`src/rtl/legv8_pkg.sv`:
```
// Shared LEGv8 opcode constants and field positions, used by both the
// control decoder and the instruction encoder so the two cannot drift apart.
package legv8_pkg;

   typedef enum logic [2:0] {
      OP_ADD  = 3'd0,
      OP_SUB  = 3'd1,
      OP_AND  = 3'd2,
      OP_ORR  = 3'd3,
      OP_LDUR = 3'd4,
      OP_STUR = 3'd5,
      OP_CBZ  = 3'd6,
      OP_ILL  = 3'd7
   } op_e;

   typedef enum logic [1:0] {
      ST_IDLE = 2'd0,
      ST_PEND = 2'd1,
      ST_FULL = 2'd2
   } enc_state_e;

   localparam logic [10:0] OPC_ADD  = 11'b10001011000;
   localparam logic [10:0] OPC_SUB  = 11'b11001011000;
   localparam logic [10:0] OPC_AND  = 11'b10001010000;
   localparam logic [10:0] OPC_ORR  = 11'b10101010000;
   localparam logic [10:0] OPC_LDUR = 11'b11111000010;
   localparam logic [10:0] OPC_STUR = 11'b11111000000;
   localparam logic [7:0]  OPC_CBZ  = 8'b10110100;

   localparam int RD_LSB    = 0;
   localparam int RN_LSB    = 5;
   localparam int RM_LSB    = 16;
   localparam int OPC_LSB   = 21;
   localparam int DIMM_LSB  = 12;
   localparam int CBIMM_LSB = 5;
   localparam int CBOPC_LSB = 24;

endpackage

```
`src/rtl/legv8_field_pack.sv`:
```
// Combinational packing of one symbolic request into a 32-bit LEGv8 word,
// flagging requests that cannot be encoded.
module legv8_field_pack
   import legv8_pkg::*;
(
   input  logic [2:0]  op,
   input  logic [4:0]  rd,
   input  logic [4:0]  rn,
   input  logic [4:0]  rm,
   input  logic [18:0] imm,
   output logic [31:0] word,
   output logic        illegal
);

   logic imm_overflow;

   // D-type offsets are 9-bit signed; the upper bits must be pure sign extension.
   assign imm_overflow = (imm[18:9] != {10{imm[8]}});

   always_comb begin
      word    = '0;
      illegal = 1'b0;
      case (op_e'(op))
         OP_ADD, OP_SUB, OP_AND, OP_ORR: begin
            case (op_e'(op))
               OP_ADD:  word[OPC_LSB +: 11] = OPC_ADD;
               OP_SUB:  word[OPC_LSB +: 11] = OPC_SUB;
               OP_AND:  word[OPC_LSB +: 11] = OPC_AND;
               default: word[OPC_LSB +: 11] = OPC_ORR;
            endcase
            word[RM_LSB +: 5] = rm;
            word[RN_LSB +: 5] = rn;
            word[RD_LSB +: 5] = rd;
         end
         OP_LDUR, OP_STUR: begin
            word[OPC_LSB +: 11] = (op_e'(op) == OP_LDUR) ? OPC_LDUR : OPC_STUR;
            word[DIMM_LSB +: 9] = imm[8:0];
            word[RN_LSB +: 5]   = rn;
            word[RD_LSB +: 5]   = rd;
            illegal             = imm_overflow;
         end
         OP_CBZ: begin
            word[CBOPC_LSB +: 8]  = OPC_CBZ;
            word[CBIMM_LSB +: 19] = imm;
            word[RD_LSB +: 5]     = rd;
         end
         default: illegal = 1'b1;
      endcase
   end

endmodule

```
`src/rtl/legv8_instr_encoder.sv`:
```
// Assembles LEGv8 instruction words from symbolic requests and streams them
// into instruction memory at consecutive addresses, one word per cycle.
module legv8_instr_encoder
   import legv8_pkg::*;
#(
   parameter int ADDR_W    = 6,
   parameter int DEPTH     = 64,
   parameter int BASE_ADDR = 0
) (
   input  logic              clk,
   input  logic              rst,
   input  logic              clear,
   input  logic              in_valid,
   output logic              in_ready,
   input  logic [2:0]        in_op,
   input  logic [4:0]        in_rd,
   input  logic [4:0]        in_rn,
   input  logic [4:0]        in_rm,
   input  logic [18:0]       in_imm,
   output logic              mem_we,
   input  logic              mem_ready,
   output logic [ADDR_W-1:0] mem_addr,
   output logic [31:0]       mem_wdata,
   output logic [ADDR_W:0]   count,
   output logic              full,
   output logic              err,
   output logic              err_sticky
);

   localparam logic [ADDR_W:0]   DEPTH_C = (ADDR_W+1)'(DEPTH);
   localparam logic [ADDR_W-1:0] BASE_C  = ADDR_W'(BASE_ADDR);

   enc_state_e        state;
   logic [31:0]       packed_word;
   logic              packed_illegal;
   logic [ADDR_W+1:0] occupancy;
   logic [ADDR_W:0]   count_next;
   logic              full_pending;
   logic              accept;
   logic              done;

   legv8_field_pack u_pack (
      .op      (in_op),
      .rd      (in_rd),
      .rn      (in_rn),
      .rm      (in_rm),
      .imm     (in_imm),
      .word    (packed_word),
      .illegal (packed_illegal)
   );

   // A pending word counts against capacity, so the last slot is never overbooked.
   assign occupancy    = {1'b0, count} + {{(ADDR_W+1){1'b0}}, mem_we};
   assign full_pending = (occupancy == {1'b0, DEPTH_C});
   assign count_next   = count + 1'b1;
   assign in_ready     = !rst && !clear && !full_pending && (!mem_we || mem_ready);
   assign accept       = in_valid && in_ready;
   assign done         = mem_we && mem_ready;

   always_ff @(posedge clk) begin
      if (rst || clear) begin
         state      <= ST_IDLE;
         mem_we     <= 1'b0;
         mem_wdata  <= '0;
         mem_addr   <= BASE_C;
         count      <= '0;
         full       <= 1'b0;
         err        <= 1'b0;
         err_sticky <= 1'b0;
      end else begin
         err <= 1'b0;
         if (accept && packed_illegal) begin
            err        <= 1'b1;
            err_sticky <= 1'b1;
         end
         if (done) begin
            mem_addr <= mem_addr + 1'b1;
            count    <= count_next;
         end
         case (state)
            ST_IDLE: begin
               if (accept && !packed_illegal) begin
                  mem_we    <= 1'b1;
                  mem_wdata <= packed_word;
                  state     <= ST_PEND;
               end
            end
            ST_PEND: begin
               if (done) begin
                  if (count_next == DEPTH_C) begin
                     mem_we <= 1'b0;
                     full   <= 1'b1;
                     state  <= ST_FULL;
                  end else if (accept && !packed_illegal) begin
                     mem_wdata <= packed_word;
                  end else begin
                     mem_we <= 1'b0;
                     state  <= ST_IDLE;
                  end
               end
            end
            default: state <= ST_FULL;
         endcase
      end
   end

endmodule

```
`config.mk`:
```
export PLATFORM = sky130hd
export DESIGN_NAME = legv8_instr_encoder
export DESIGN_NICKNAME = d
export VERILOG_FILES = /design/src/rtl/legv8_pkg.sv /design/src/rtl/legv8_field_pack.sv /design/src/rtl/legv8_instr_encoder.sv
export SDC_FILE = /design/constraint.sdc
export NUM_CORES = 1
export LEC_CHECK = 0
export ABC_AREA = 1
export BUFFER_PORTS_ARGS = -buffer_cell sky130_fd_sc_hd__buf_2
export CAP_MARGIN = 5
export CORE_MARGIN = 1.5
export CORE_UTILIZATION = 55
export CTS_BUF_LIST = sky130_fd_sc_hd__clkbuf_8
export DETAILED_ROUTE_END_ITERATION = 8
export HOLD_SLACK_MARGIN = 0.1
export PLACE_DENSITY = 0.93
export SKIP_CTS_REPAIR_TIMING = 1
export SYNTH_ARGS = -nofsm -noshare
export SYNTH_HDL_FRONTEND = slang
export SYNTH_SLANG_ARGS = --single-unit
```
`constraint.sdc`:
```
create_clock -name clk -period 3.4 [get_ports clk]
set_input_delay 0.68 -clock clk [delete_from_list [all_inputs] [get_ports clk]]
set_output_delay 0.68 -clock clk [all_outputs]
set_load 0.05 [all_outputs]
```
==> metrics, run 1 <==
Starting Density 0.565; Worst Hold Launch mem_wdata[10]$_SDFFE_PP0P_; Final Instance Area 3040 µm²; placed inst area 2910 µm²; die area 4850 µm²; yosys warns 0; Num Clock Sinks 51; crit path kind flop to output port; RSZ-0062 raised after global routing no; Slew Limit Fails 0; Ant. Diodes 0; via count 2,516; synthesized cell area 2440 µm²; ratio of cells with drive above 1 in the final layout 0.312; Startpoint Class flop; Post-Syn Instances 329; Post-Synth Simple-Gate Area 0.290; Critical Path AT 1930 ps; H-tree levels 2; CTS buffer count 5; initial antenna violation count 0; final hold vios 0; CTS tree yes; crit path capture type output port; worst r2r src mem_we$_SDFFE_PP0P_; f_max 383 MHz; # IOs 92; Tot GR Track Use 0.247; most frequent cells in the layout buf_2 (91), nand2_1 (82), dfxtp_1 (51); gr ovfl total 0; final wirelength 6030 µm; Tmin final 2610 ps; initial DRC count 152; Yosys reg bits 51; drt wl/cell 12.8 µm; clock skew 9.61 ps; Clock Latency Late Sink 310 ps; DP Wirelength 4400 µm; crit path launch mem_we$_SDFFE_PP0P_; DIE HEIGHT 69.7 µm; DR vias/cell 5.33; largest net degree at the start of global routing 38; Crit path required time 2720 ps; fill count 391; Cell variety after synth 31; row cnt 24; most common cell after layout, fill and taps aside buf_2; Rel. slew slack 0.714; Post-Synth XOR/XNOR Area 0.0143; setup TNS 0 ps; nets@finish 465; LEAKAGE 1.40 nW; Final Wtd Congestion 0.846; first-pass GRT wire length 9850 µm; total power 1.25 mW; CP max FO 5; Synth Area in Adders 0.0205; register area 1020 µm²; multiplexer share of the synthesized area 0; Worst-Margin Slew 428 ps; Max Cap Viol 0; CTS root buffer clkbuf_8; largest family of logic cells by synthesized area simple AND/OR/NAND/NOR gates; status finished clean; Die Wd 69.7 µm; TritonRoute pass-1 iters 4; pwr/cell area 409 nW/µm²; Min-Delay Path Class flop to flop; Mapped Nets 375; Syn Area/Cell 7.43 µm²; Worst VDD drop 0.000227 V; Tcrit/Tclk final 0.768; DRC 0; vias in the first global route 2,281; CTS max path bufs 2; antenna-violating nets left 0; Area growth syn-to-layout 24.5%; core area 4320 µm²; port bufs 91; Clock transition at path regs 90 ps; Final setup viols 0; area of the multi-input gates 1240 µm²; sequential cell area fraction in the yosys report 0.418; complex-gate fraction of the synthesized area 0.184
registers in the layout, summed over array words and instances (netlist names):
| register | flops |
|---|---|
| mem_wdata | 32 |
| err | 1 |
| err_sticky | 1 |
| count | 7 |
| state | 2 |
| full | 1 |
| mem_addr | 6 |
| mem_we | 1 |
report_power, final:
part           switching (mW)  leakage [nW]  internal [mW]
clock                   0.208        0.0644          0.293
sequential            0.00372         0.411          0.603
combinational          0.0921         0.924         0.0460
critical path, stage by stage (launching register included):
cell	delay, ps
dfxtp_1	450
ha_1	240
ha_1	240
nor2_1	100
nand2_1	70
nor2_1	90
nand3_1	110
nand2_1	90
inv_1	40
buf_2	200
cell usage after synthesis (all sizes together):
| library cell | n | share of area |
|---|---|---|
| o21a | 1 | 0.0031 |
| inv | 24 | 0.037 |
| a22oi | 5 | 0.015 |
| o22ai | 1 | 0.0026 |
| a21oi | 37 | 0.091 |
| nor2 | 48 | 0.084 |
| xor2 | 4 | 0.014 |
| buf | 8 | 0.030 |
| nand3 | 23 | 0.059 |
| dfxtp | 51 | 0.42 |
| a211oi | 1 | 0.0031 |
| clkinv | 1 | 0.0015 |
| nor3 | 5 | 0.010 |
| clkbuf | 4 | 0.0061 |
| nand2 | 84 | 0.13 |
| o211ai | 3 | 0.0092 |
| and3 | 2 | 0.0051 |
| a22o | 5 | 0.018 |
| ha | 4 | 0.020 |
| o21ai | 18 | 0.041 |
final cells by class:
cell class | instances | area share
well taps | 52 | 0.0214
inverters | 25 | 0.0308
repair buffers | 95 | 0.159
clock inverters | 3 | 0.0222
flip-flops and latches | 51 | 0.335
multi-input cells | 241 | 0.408
clock buffers | 5 | 0.0226
path summary, 6_finish.rpt:
kind,depth (start not counted),end,slack (ps)
worst min register to register,2,mem_wdata[10]$_SDFFE_PP0P_,470
worst max register to register,14,mem_wdata[29]$_SDFFE_PP0P_,970
worst min-delay path,2,mem_wdata[10]$_SDFFE_PP0P_,470
worst max-delay path,9,in_ready,790
metal layers:
| metal | part of all wire | up-vias | global-route usage |
|---|---|---|---|
| li1 | - | 1255 | - |
| met1 | 0.42 | 1156 | 0.300 |
| met2 | 0.49 | 99 | 0.421 |
| met3 | 0.081 | 6 | 0.0683 |
| met4 | 0.0085 | 0 | 0.0855 |
| met5 | 0 | - | 0 |
cell families after synthesis:
family,count (synthesis)
adders and majority gates,4
xor gates and xnor gates,4
DFF,51
AOI/OAI and AO/OA,71
buffers and inverters,37
and+or+nand+nor,162
through the flow:
stage	worst slack, ps	hold WS [ps]	util	cells
global placement	851	450	0.672	464
floorplan	937	520	-	329
finish	788	468	0.704	472
CTS	789	472	0.704	472
detailed placement	682	453	0.672	464
global route	679	486	0.704	472
No activity file was read; power rests on OpenSTA's default activity.
==> run 2: changes to the inputs <==
- ABC_AREA: 1 -> 0
- CORE_UTILIZATION: 55 -> 46
- PLACE_DENSITY: 0.93 -> 0.83
- clock period: 3.4 -> 2.3 ns (I/O delays scaled with it)
==> metrics, run 2 <==
nets@finish 436; Synth area leaders dfxtp_1 (41%), nand2_1 (7.0%), mux2i_1 (4.8%), nor2_1 (4.0%), o21ai_0 (4.0%); status finished clean; final wirelength 6640 µm; Post-synth ARST share 0; drt wl/cell 14.4 µm; Die Wd 76.8 µm; sequential share of power 0.504; f_max 437 MHz; synthesized cell area 2500 µm²; Final setup viols 0; CP most frequent cell ha_4; Worst-Margin Slew 508 ps; CP max FO 5; placed cells 451; Most used DFF post-synth dfxtp_1; combinational power share 0.139; Tcrit/Tclk final 0.996; LEAKAGE 1.39 nW; DR vias/cell 5.42; clock group share of total power 0.357; Commonest cells post-synth dfxtp_1 (51), nand2_1 (47), nor2_1 (27); yosys warns 0; Yosys reg bits 51; Cell Chain, Critical Path ha_4, ha_4, nor2_4, nand3_1, a2bb2o_4, and2_4, buf_8; gr ovfl total 0; DIE HEIGHT 76.8 µm; via count 2,497; final hold vios 0; DP Wirelength 4720 µm; H-tree levels 2; ratio of cells with drive above 1 in the final layout 0.343; most common cell after layout, fill and taps aside buf_2; antenna-violating nets left 0; Area growth syn-to-layout 30.1%; switching part of the total 0.267; max reg flops 32; Cell variety after synth 48; clock skew 14.4 ps; port bufs 91; most frequent cells in the layout buf_2 (90), nand2_1 (47), dfxtp_1 (47); crit path capture type output port; Max Cap Viol 0; Starting Density 0.484; Ant. Diodes 0; switching power 0.477 mW; Mapped Nets 348; WHS 357 ps; die area 5890 µm²; r2r setup slk 160 ps; Clock Latency Late Sink 310 ps; Crit path required time 1840 ps; Post-Syn Instances 302; Min-Delay Path Class input port to flop; CTS root buffer clkbuf_8; CTS max path bufs 2; Startpoint Class flop; crit path kind flop to output port; core area 5170 µm²; row cnt 26; initial DRC count 163; Tmin final 2290 ps; vias in the first global route 2,283; largest area contributor in the netlist dfxtp_1; initial antenna violation count 0; CTS buffer count 5; pwr/cell area 549 nW/µm²; Num Clock Sinks 51; Rel. slew slack 0.660; TritonRoute pass-1 iters 4; Final Worst Setup Slack 9.45 ps; RSZ-0062 raised after global routing yes; share of the synthesized area in the top cell type 0.408; # IOs 92; total power 1.79 mW; post-route insts no fill 461; critical path's slowest cell dfxtp_4; DRC 0; Final Wtd Congestion 0.866; fill count 460; Worst VDD drop 0.000343 V; biggest regs mem_wdata x32, count x7, mem_addr x6; slowest cell delay on critical path 370 ps; DP Worst Slack 34.9 ps; first-pass GRT wire length 10,600 µm; Critical Path AT 1830 ps; largest register by flop count mem_wdata; Slew Limit Fails 0; Tot GR Track Use 0.221; fin util 0.630; Clock transition at path regs 100 ps; cell-internal power 1.31 mW; count of flip-flops with a built-in enable after synthesis 0; cell with the most instances after synthesis dfxtp_1; Syn Area/Cell 8.29 µm²; largest net degree at the start of global routing 31; CTS tree yes; sequential cell area fraction in the yosys report 0.408
run 2: kinds of logic after synthesis:
| logic type | count (synthesis) | share of synthesized area |
|---|---|---|
| AOI/OAI and AO/OA | 63 | 0.179 |
| muxes | 12 | 0.0480 |
| buffers and inverters | 30 | 0.0595 |
| and+or+nand+nor | 129 | 0.240 |
| DFF | 51 | 0.408 |
| xor gates and xnor gates | 13 | 0.0455 |
| adders and majority gates | 4 | 0.0200 |
run 2: path summary, 6_finish.rpt:
path	startpoint	to	depth (start not counted)
hold reg to reg	err_sticky$_SDFFE_PP0P_	err_sticky$_SDFFE_PP0P_	2
setup / recovery	mem_we$_SDFFE_PP0P_	in_ready	7
setup reg to reg	count[0]$_SDFFE_PP0P_	mem_wdata[21]$_SDFFE_PP0P_	9
hold / removal	in_rd[0]	mem_wdata[0]$_SDFFE_PP0P_	3
run 2: worst max-delay path: cells and delay by family, from the launching register on:
kind | cells | cell delay (ps)
AO/OA/AOI/OAI | 1 | 250
adder cells (fa/ha/maj) | 2 | 380
buffers and inverters | 1 | 150
flip-flops | 1 | 370
AND/OR/NAND/NOR | 3 | 380
run 2: cell type report:
class / instances / area, µm² / share of cell area
timing repair buffer: 102 / 603 / 0.185
inverter: 9 / 33.8 / 0.0104
tap: 70 / 87.6 / 0.0269
clock inverter: 3 / 46.3 / 0.0142
multi-input combinational: 221 / 1390 / 0.426
sequential: 51 / 1030 / 0.317
clock buffer: 5 / 68.8 / 0.0211
run 2: per-stage QoR:
stage | cell area (µm²) | TNS [ps]
after global routing | 3260 | -43.2
final | 3260 | 0
after CTS | 3160 | -279
after floorplan | 2510 | 0
after detailed placement | 3050 | 0
after global placement | 3050 | 0
run 2: power by group through the flow:
stage	combinational, mW	clock, mW	sequential, mW
floorplan	0.106	0	0.964
global placement	0.231	0	0.922
detailed placement	0.234	0	0.922
CTS	0.235	0.648	0.902
global route	0.268	0.687	0.903
finish	0.248	0.638	0.901
run 2: layer usage:
metal | track usage | vias to the layer above | routed length, µm
met5 | 0 | - | 0
met4 | 0.0815 | 0 | 101
met3 | 0.0429 | 10 | 446
met2 | 0.381 | 95 | 3160
met1 | 0.271 | 1156 | 2930
li1 | - | 1236 | -
==> run 3: changes to the inputs <==
- GPL_TIMING_DRIVEN: unset -> 0
==> metrics, run 3 (same netlist as run 2, synthesis figures left out) <==
status finished with violations; failing checks negative setup slack; CTS buffer count 5; total power 1.79 mW; drt wl/cell 14.2 µm; core area 5170 µm²; Critical Path AT 1850 ps; largest register by flop count mem_wdata; switching part of the total 0.269; Slew Limit Fails 0; Rel. slew slack 0.622; Tot GR Track Use 0.227; Num Clock Sinks 51; Starting Density 0.484; CP most frequent cell ha_4; r2r setup slk 210 ps; CTS tree yes; combinational power share 0.136; DRC 0; most common cell after layout, fill and taps aside buf_2; critical path's slowest cell dfxtp_4; largest net degree at the start of global routing 18; Clock transition at path regs 100 ps; vias in the first global route 2,310; Final Instance Area 3260 µm²; crit path kind flop to output port; placed cells 460; placed inst area 3040 µm²; Worst-Margin Slew 566 ps; first-pass GRT wire length 10,800 µm; Final setup viols 1; DR vias/cell 5.41; Worst VDD drop 0.000352 V; Startpoint Class flop; fin util 0.629; DP Wirelength 4970 µm; H-tree levels 2; WHS 353 ps; pwr/cell area 549 nW/µm²; Ant. Diodes 0; TritonRoute pass-1 iters 4; CTS root buffer clkbuf_8; final wirelength 6740 µm; Tmin final 2310 ps; RSZ-0062 raised after global routing yes; Worst Hold End mem_wdata[3]$_SDFFE_PP0P_; initial antenna violation count 0; Min-Delay Path Class input port to flop; clock group share of total power 0.360; biggest regs mem_wdata x32, count x7, mem_addr x6; antenna-violating nets left 0; reg2reg end mem_wdata[22]$_SDFFE_PP0P_; Max Cap Viol 0; post-route insts no fill 474; via count 2,566; switching power 0.481 mW; Worst Hold Launch in_rd[3]; CP Buf/Inv Count 1; max reg flops 32; f_max 434 MHz; initial DRC count 170; row cnt 26; Final Worst Setup Slack -6.53 ps; # IOs 92; LEAKAGE 1.40 nW; clock skew 18.3 ps; most frequent cells in the layout buf_2 (91), dfxtp_1 (48), nand2_1 (47); ratio of cells with drive above 1 in the final layout 0.332; Crit path required time 1840 ps; crit path capture type output port; Area growth syn-to-layout 30.0%; Cell Chain, Critical Path ha_4, ha_4, nor2_4, nand3_1, a2bb2o_4, and2_4, buf_8; worst r2r src count[1]$_SDFFE_PP0P_; slowest cell delay on critical path 370 ps; die area 5890 µm²; Clock Latency Late Sink 320 ps; Final Wtd Congestion 0.880; nets@finish 449; port bufs 88; Die Wd 76.8 µm; CP max FO 3; DIE HEIGHT 76.8 µm; gr ovfl total 0; final hold vios 0; setup TNS -6.53 ps; Crit path max-delay family flip-flops; CTS max path bufs 2; Tcrit/Tclk final 1.00; sequential share of power 0.504; hold path depth 3; DP Worst Slack -0.166 ps; worst reg2reg path depth 9; cell-internal power 1.31 mW
run 3: cell count changes in the layout (fill, tap and decap cells not counted):
cell,change
nor2_1,+1
buf_4,+1
clkbuf_16,-1
dfxtp_1,+1
buf_6,+3
buf_1,+1
buf_12,-3
dfxtp_2,-1
clkbuf_2,+1
buf_2,+1
clkbuf_1,+10
nor2_4,-1
run 3: power by group through the flow:
stage               registers [mW]  clock network (mW)  logic, mW
floorplan                    0.964                   0      0.106
global placement             0.922                   0      0.226
detailed placement           0.923                   0      0.230
CTS                          0.902               0.650      0.230
global route                 0.903               0.687      0.262
finish                       0.901               0.642      0.243
run 3: worst max path at each step:
stage	slack [ps]	startpoint	depth (start not counted)	endpoint
detailed placement	-0.2	in_imm[8]	8	mem_wdata[25]$_SDFFE_PP0P_
floorplan	30	mem_we$_SDFFE_PP0P_	6	in_ready
global placement	70	in_imm[8]	8	mem_wdata[25]$_SDFFE_PP0P_
CTS	-310	mem_we$_SDFFE_PP0P_	7	in_ready
global route	-50	mem_we$_SDFFE_PP0P_	7	in_ready
finish	-7	mem_we$_SDFFE_PP0P_	7	in_ready
run 3: layout make-up:
type | instances | area [µm²]
Multi-Input combinational cell | 221 | 1380
Inverter | 9 | 33.8
Fill cell | 472 | 1920
Clock buffer | 5 | 68.8
Buffer | 21 | 115
Tap cell | 70 | 87.6
Clock inverter | 3 | 46.3
Timing Repair Buffer | 94 | 495
Sequential cell | 51 | 1030
run 3: routing by layer:
layer,GRT usage,part of all wire,vias to the layer above
li1,-,-,1259
met1,0.279,0.42,1187
met2,0.382,0.48,111
met3,0.0536,0.080,9
met4,0.0870,0.015,0
met5,0,0,-
run 3: worst register-to-register path: cells and delay by family, from the launching register on:
kind | cells | cell delay (ps)
AO/OA/AOI/OAI | 3 | 520
flip-flops | 1 | 450
AND/OR/NAND/NOR | 2 | 380
buffers and inverters | 2 | 320
adder cells (fa/ha/maj) | 1 | 270
XOR/XNOR | 1 | 90
